## config.mk

```make
export PLATFORM = sky130hd
export DESIGN_NAME = axis_rr_packet_arbiter
export DESIGN_NICKNAME = d
export VERILOG_FILES = /design/src/rtl/axis_rr_packet_arbiter.sv
export SDC_FILE = /design/constraint.sdc
export NUM_CORES = 1
export LEC_CHECK = 0
export ABC_AREA = 1
export CAP_MARGIN = 40
export CORE_UTILIZATION = 25
export CTS_BUF_LIST = sky130_fd_sc_hd__clkbuf_4 sky130_fd_sc_hd__clkbuf_8
export DETAILED_ROUTE_END_ITERATION = 6
export MAX_ROUTING_LAYER = met4
export SYNTH_ARGS = -nofsm -noshare
export SYNTH_HDL_FRONTEND = slang
export SYNTH_SLANG_ARGS = --single-unit
export TNS_END_PERCENT = 50
```

## constraint.sdc

```tcl
create_clock -name aclk -period 1.3 [get_ports aclk]
set_input_delay 0.13 -clock aclk [delete_from_list [all_inputs] [get_ports aclk]]
set_output_delay 0.13 -clock aclk [all_outputs]
set_load 0.005 [all_outputs]
```

## src/rtl/axis_rr_packet_arbiter.sv

```systemverilog
// Purpose: packet-locked round-robin arbiter sharing one AXI-Stream sink between NUM_PORTS sources.
// Latency: 1 cycle from request to first presented beat; datapath is combinational while locked.
// Backpressure: m_axis_tready is routed only to the granted source; no buffering, no dropped beats.
//
// Ports:
//   aclk, aresetn        clock and synchronous active-low reset
//   s_axis_*             packed per-port sources (port i at [i*TDATA_BITS +: TDATA_BITS])
//   m_axis_*             shared sink
//   port_en              per-port permission to win new grants (does not abort a locked packet)
//   grant_valid/grant_id currently held packet grant
//   pkt_count            count of completed packets (tlast handshakes), wraps at 2^32
module axis_rr_packet_arbiter #(
    parameter int NUM_PORTS  = 4,
    parameter int TDATA_BITS = 32,
    parameter int ID_BITS    = 2
) (
    input  logic                            aclk,
    input  logic                            aresetn,
    input  logic [NUM_PORTS*TDATA_BITS-1:0] s_axis_tdata,
    input  logic [NUM_PORTS-1:0]            s_axis_tvalid,
    input  logic [NUM_PORTS-1:0]            s_axis_tlast,
    output logic [NUM_PORTS-1:0]            s_axis_tready,
    output logic [TDATA_BITS-1:0]           m_axis_tdata,
    output logic                            m_axis_tvalid,
    output logic                            m_axis_tlast,
    input  logic                            m_axis_tready,
    input  logic [NUM_PORTS-1:0]            port_en,
    output logic                            grant_valid,
    output logic [ID_BITS-1:0]              grant_id,
    output logic [31:0]                     pkt_count
);

    // Per-port vectors are padded to the full grant_id code space so they can be
    // indexed directly by an ID_BITS-wide grant; the padding slots are tied off.
    localparam int NSLOT = 2 ** ID_BITS;

    typedef enum logic {
        IDLE = 1'b0,
        LOCK = 1'b1
    } state_t;

    state_t              state_q, state_d;
    logic [ID_BITS-1:0]  grant_id_q, grant_id_d;
    logic [ID_BITS-1:0]  last_grant_q, last_grant_d;
    logic [31:0]         pkt_count_q, pkt_count_d;

    logic [NSLOT-1:0]      req_ext;
    logic [NSLOT-1:0]      tvalid_ext;
    logic [NSLOT-1:0]      tlast_ext;
    logic [NSLOT-1:0]      tready_ext;
    logic [TDATA_BITS-1:0] port_dat [NSLOT];

    logic                  winner_found;
    logic [ID_BITS-1:0]    winner;
    logic [ID_BITS-1:0]    scan_idx;
    int                    scan_sum;
    logic                  lock;
    logic                  last_hs;

    assign req_ext    = NSLOT'(s_axis_tvalid & port_en);
    assign tvalid_ext = NSLOT'(s_axis_tvalid);
    assign tlast_ext  = NSLOT'(s_axis_tlast);

    for (genvar i = 0; i < NSLOT; i++) begin : g_unpack
        if (i < NUM_PORTS) begin : g_real
            assign port_dat[i] = s_axis_tdata[i*TDATA_BITS +: TDATA_BITS];
        end else begin : g_pad
            assign port_dat[i] = '0;
        end
    end

    // Rotating priority: scan last_grant+1, last_grant+2, ... modulo NUM_PORTS,
    // so the most recently served port is considered last.
    always_comb begin
        winner_found = 1'b0;
        winner       = '0;
        scan_sum     = 0;
        scan_idx     = '0;
        for (int k = 1; k <= NUM_PORTS; k++) begin
            scan_sum = int'(last_grant_q) + k;
            if (scan_sum >= NUM_PORTS) begin
                scan_sum = scan_sum - NUM_PORTS;
            end
            scan_idx = ID_BITS'(scan_sum);
            if (!winner_found && req_ext[scan_idx]) begin
                winner_found = 1'b1;
                winner       = scan_idx;
            end
        end
    end

    // Output mux follows the registered grant. In IDLE the mux still points at a
    // real port so tdata/tlast never go unknown, but tvalid and tready stay low.
    always_comb begin
        lock          = (state_q == LOCK);
        m_axis_tdata  = port_dat[grant_id_q];
        m_axis_tlast  = tlast_ext[grant_id_q];
        m_axis_tvalid = lock & tvalid_ext[grant_id_q];
        tready_ext    = '0;
        if (lock) begin
            tready_ext[grant_id_q] = m_axis_tready;
        end
        s_axis_tready = tready_ext[NUM_PORTS-1:0];
        last_hs       = m_axis_tvalid & m_axis_tready & m_axis_tlast;
    end

    always_comb begin
        state_d      = state_q;
        grant_id_d   = grant_id_q;
        last_grant_d = last_grant_q;
        pkt_count_d  = pkt_count_q;
        case (state_q)
            IDLE: begin
                if (winner_found) begin
                    state_d    = LOCK;
                    grant_id_d = winner;
                end
            end
            LOCK: begin
                // Release only on the tlast handshake; an IDLE cycle always follows.
                if (last_hs) begin
                    state_d      = IDLE;
                    last_grant_d = grant_id_q;
                    pkt_count_d  = pkt_count_q + 32'd1;
                end
            end
            default: begin
                state_d = IDLE;
            end
        endcase
    end

    always_ff @(posedge aclk) begin
        if (!aresetn) begin
            state_q      <= IDLE;
            grant_id_q   <= '0;
            last_grant_q <= ID_BITS'(NUM_PORTS - 1);
            pkt_count_q  <= '0;
        end else begin
            state_q      <= state_d;
            grant_id_q   <= grant_id_d;
            last_grant_q <= last_grant_d;
            pkt_count_q  <= pkt_count_d;
        end
    end

    assign grant_valid = lock;
    assign grant_id    = grant_id_q;
    assign pkt_count   = pkt_count_q;

endmodule

```

==> results.py <==
metrics = {
    "global_routing": {
        "grt_pass1_vias": 5259,
        "gr-usage-all-layers_pct": 30.3,
        "initial_antenna_violation_count": 8,
        "globalRoute.totalOverflow": 0,
        "wire_length_of_the_first_global_routing_pass_um": 28700,
        "grt_start_max_net_pins": 28,
    },
    "pwr": {
        "vdd_drop_max_mv": 0.503,
        "total_power_w": 0.00508,
        "power.density_nw_per_um2": 692,
        "power_leakage_nw": 3.31,
    },
    "logic_synthesis": {
        "post_synth_edffs": 0,
        "yosysUniqueCellTypes": 27,
        "synth.cell_area_um2": 3200,
        "synthMostInstantiatedCell": "nand2_1",
        "netlist_top_cells_count": "nand2_1, nor2_1, a22oi_1",
        "leading_post_synthesis_cells_by_cell_area": "nand2_1, dfxtp_1, a22oi_1, nor2_1, a21oi_1",
        "ys_async_sr_fraction_pct": 0,
        "synth-warning-count": 0,
        "dominantRegCellSynth": "dfxtp_1",
        "synth_fp_nets": 697,
        "synthesized_netlist_cell_count": 553,
        "per_instance_average_area_after_synthesis_um2": 5.78,
        "yosys.area.top_type_share_pct": 26.5,
        "synth_seq_area_share_pct": 23.2,
        "synthDominantAreaCellType": "nand2_1",
        "ys_seq_elements": 37,
    },
    "detailed_routing": {
        "vias_per_cell": 4.75,
        "detailedRoute.firstPassIterationCount": 7,
        "ant_nets": 0,
        "drt_iter0_markers": 197,
        "routed_wl_um": 20300,
        "avgRoutedWirePerCell_um": 18.8,
        "dr_total_vias": 5125,
        "drc": 0,
    },
    "timing": {
        "layout_worst_path_cycle_share_pct": 136,
        "timing_hold_violations_final": 0,
        "worst_slew_pin_slew_ns": 0.398,
        "unrepaired_setup_endpoints_after_global_routing": "true",
        "finalMaxSlewViolations": 0,
        "timing.fmax_mhz": 565,
        "slew_headroom_pct": 73.4,
        "timing.final.crit_period_ns": 1.77,
        "report.final.setup_viol": 75,
        "postLayoutSetupSlackWorst_ns": -0.471,
        "clock_skew_ns": 0.00724,
    },
    "run_status": {
        "violations_in_the_final_reports": "setup timing",
        "result_of_the_run": "finished with violations",
    },
    "clock_network": {
        "cts.sinks": 37,
        "tritoncts": "built",
        "tritoncts.num_buffers": 5,
        "post_cts_hold_buffer_count": 0,
        "source_to_sink_clock_delay_at_the_later_pin_of_the_worst_skew_pair_ns": 0.30,
        "cts-htree-levels": 2,
        "cts-root-buf": "clkbuf_8",
        "clk_path_buf_depth": 2,
        "clk_pin_slew_worst_paths_ns": 0.08,
    },
    "worst_setup_path": {
        "cp.required_ns": 1.17,
        "path_delay_family": "buffers and inverters",
        "end_kind": "primary output",
        "critical_path_buf_inv_count": 3,
        "cp_startpoint_kind": "flip-flop",
        "crit_slowest_cell": "dfxtp_4",
        "crit_fanout": 27,
        "arrival_ns": 1.64,
        "critical_path_class": "flip-flop to primary output",
        "critPathMaxStageDelay_ns": 0.39,
        "path_cells": "buf_6 -> nor2_4 -> buf_12 -> nand2_2 -> nand4_1 -> clkdlybuf4s15_1",
    },
    "place": {
        "detailed_placement_wirelength_estimate_um": 15800,
        "finalWeightedCongestion": 0.941,
        "dpl-instance-area_um2": 6380,
        "port_buffers": 215,
    },
    "floorplanning": {
        "row_count": 40,
        "initial_utilization_pct": 26.1,
        "die_height_um": 115,
        "placeableCoreArea_um2": 12300,
        "ioPinCount": 216,
        "die-area_um2": 13200,
        "die_width_um": 115,
    },
    "job": {
        "maximum_capacitance_violations": 0,
    },
    "finish": {
        "layout.cell_area.non_filler_um2": 7350,
        "layout-drive-gt1-share_pct": 38.3,
        "finish.net_count": 1047,
        "area.growth.synth_to_final_pct": 130,
    },
    "hold_path": {
        "hold_path_class": "flip-flop to flip-flop",
    },
}
-- per-layer routing --
metal	share of wire, %	up-vias	track usage (%)
met2	53	182	56.1
met3	6.0	50	6.27
met5	0	-	-
met1	36	2356	29.2
li1	-	2537	-
met4	4.5	0	16.9
-- metrics by stage --
stage	setup WS (ns)	hold slack (ns)	util [%]	std cells	TNS, ns
finish	-0.471	0.492	59.9	1080	-28.66
global route	-0.557	0.528	59.9	1080	-33.67
CTS	-0.466	0.492	57.8	1063	-27.92
detailed placement	-0.472	0.500	52.0	1025	-29.06
global placement	-0.443	0.484	52.0	1025	-26.37
floorplan	-0.130	0.251	-	553	-3.28
-- cells by family after synthesis --
kind of cell	synth area share (%)
AND/OR/NAND/NOR	47.2
flip-flops	23.2
AO/OA/AOI/OAI	17.8
adder cells (fa/ha/maj)	0.391
XOR/XNOR	2.74
buffers and inverters	8.65
-- power by group --
group / leakage, nW / total, W / internal, W / switching, W
Clock: 0.0453 / 0.000888 / 0.000422 / 0.000466
Combinational: 2.95 / 0.00300 / 0.00166 / 0.00133
Sequential: 0.315 / 0.00120 / 0.00115 / 0.0000450
Total: 3.31 / 0.00508 / 0.00324 / 0.00184
-- worst reg2reg max path: stages, from the launching register on --
cell	delay [ns]
dfxtp_4	0.41
inv_6	0.05
nor2_8	0.11
buf_6	0.14
buf_6	0.10
nand2_4	0.05
nand2_4	0.07
nor2_4	0.04
nor2_4	0.09
nand2_4	0.08
buf_12	0.16
inv_16	0.07
buf_12	0.13
nand2_4	0.05
a21oi_2	0.14
-- sequential cells by signal, indices dropped and copies added, names as in the netlist --
| register | count |
|---|---|
| grant_id | 2 |
| grant_valid | 1 |
| last_grant_q | 2 |
| pkt_count | 32 |
-- layout make-up --
type	count	area (um2)
Tap cell	168	210
Clock buffer	7	83.8
Inverter	35	160
Timing Repair Buffer	364	3360
Clock inverter	1	7.51
Multi-Input combinational cell	457	2680
Fill cell	1222	4910
Antenna cell	8	20.0
Sequential cell	37	792
Timing Repair inverter	3	33.8
-- cells in the final DEF (no fill, tap or decap), types with 3 or more instances in the layout --
cell type / n
nand2_1: 197
clkdlybuf4s50_1: 142
buf_4: 120
nor2_1: 48
a22oi_2: 32
dlygate4sd2_1: 31
inv_1: 30
dfxtp_2: 26
buf_6: 24
nand3_1: 19
buf_2: 19
nor3_1: 17
nand2_2: 17
a21oi_1: 17
a21oi_2: 17
nand2_4: 14
a22oi_1: 14
nand3_2: 14
buf_12: 12
diode_2: 8
xor2_1: 8
nand4_1: 7
nand3b_1: 6
nor2_2: 6
dfxtp_1: 6
o21ai_0: 5
clkbuf_8: 5
dfxtp_4: 5
clkbuf_2: 5
nor2_4: 4
o21ai_1: 4
clkdlybuf4s15_1: 4
clkdlybuf4s15_2: 4
nor3_2: 3
-- path summary, 6_finish.rpt --
check                                           startpoint                          to  slack [ns]  cells past startpoint
worst min-delay path            pkt_count[27]$_SDFFE_PN0P_  pkt_count[27]$_SDFFE_PN0P_        0.49                      2
worst min register to register  pkt_count[27]$_SDFFE_PN0P_  pkt_count[27]$_SDFFE_PN0P_        0.49                      2
worst max register to register    grant_id[0]$_SDFFE_PN0P_  pkt_count[15]$_SDFFE_PN0P_       -0.47                     14
worst max-delay path              grant_id[0]$_SDFFE_PN0P_            m_axis_tdata[30]       -0.47                      6
-- repair_timing --
item                       in CTS  in global routing
gates cloned                    3                  1
setup endpoints to repair     110                 78
setup buffers                  27                  9
resized for setup             307                 62
pin swaps                      29                 22
Note: power is estimated with default switching activity, not from simulation.
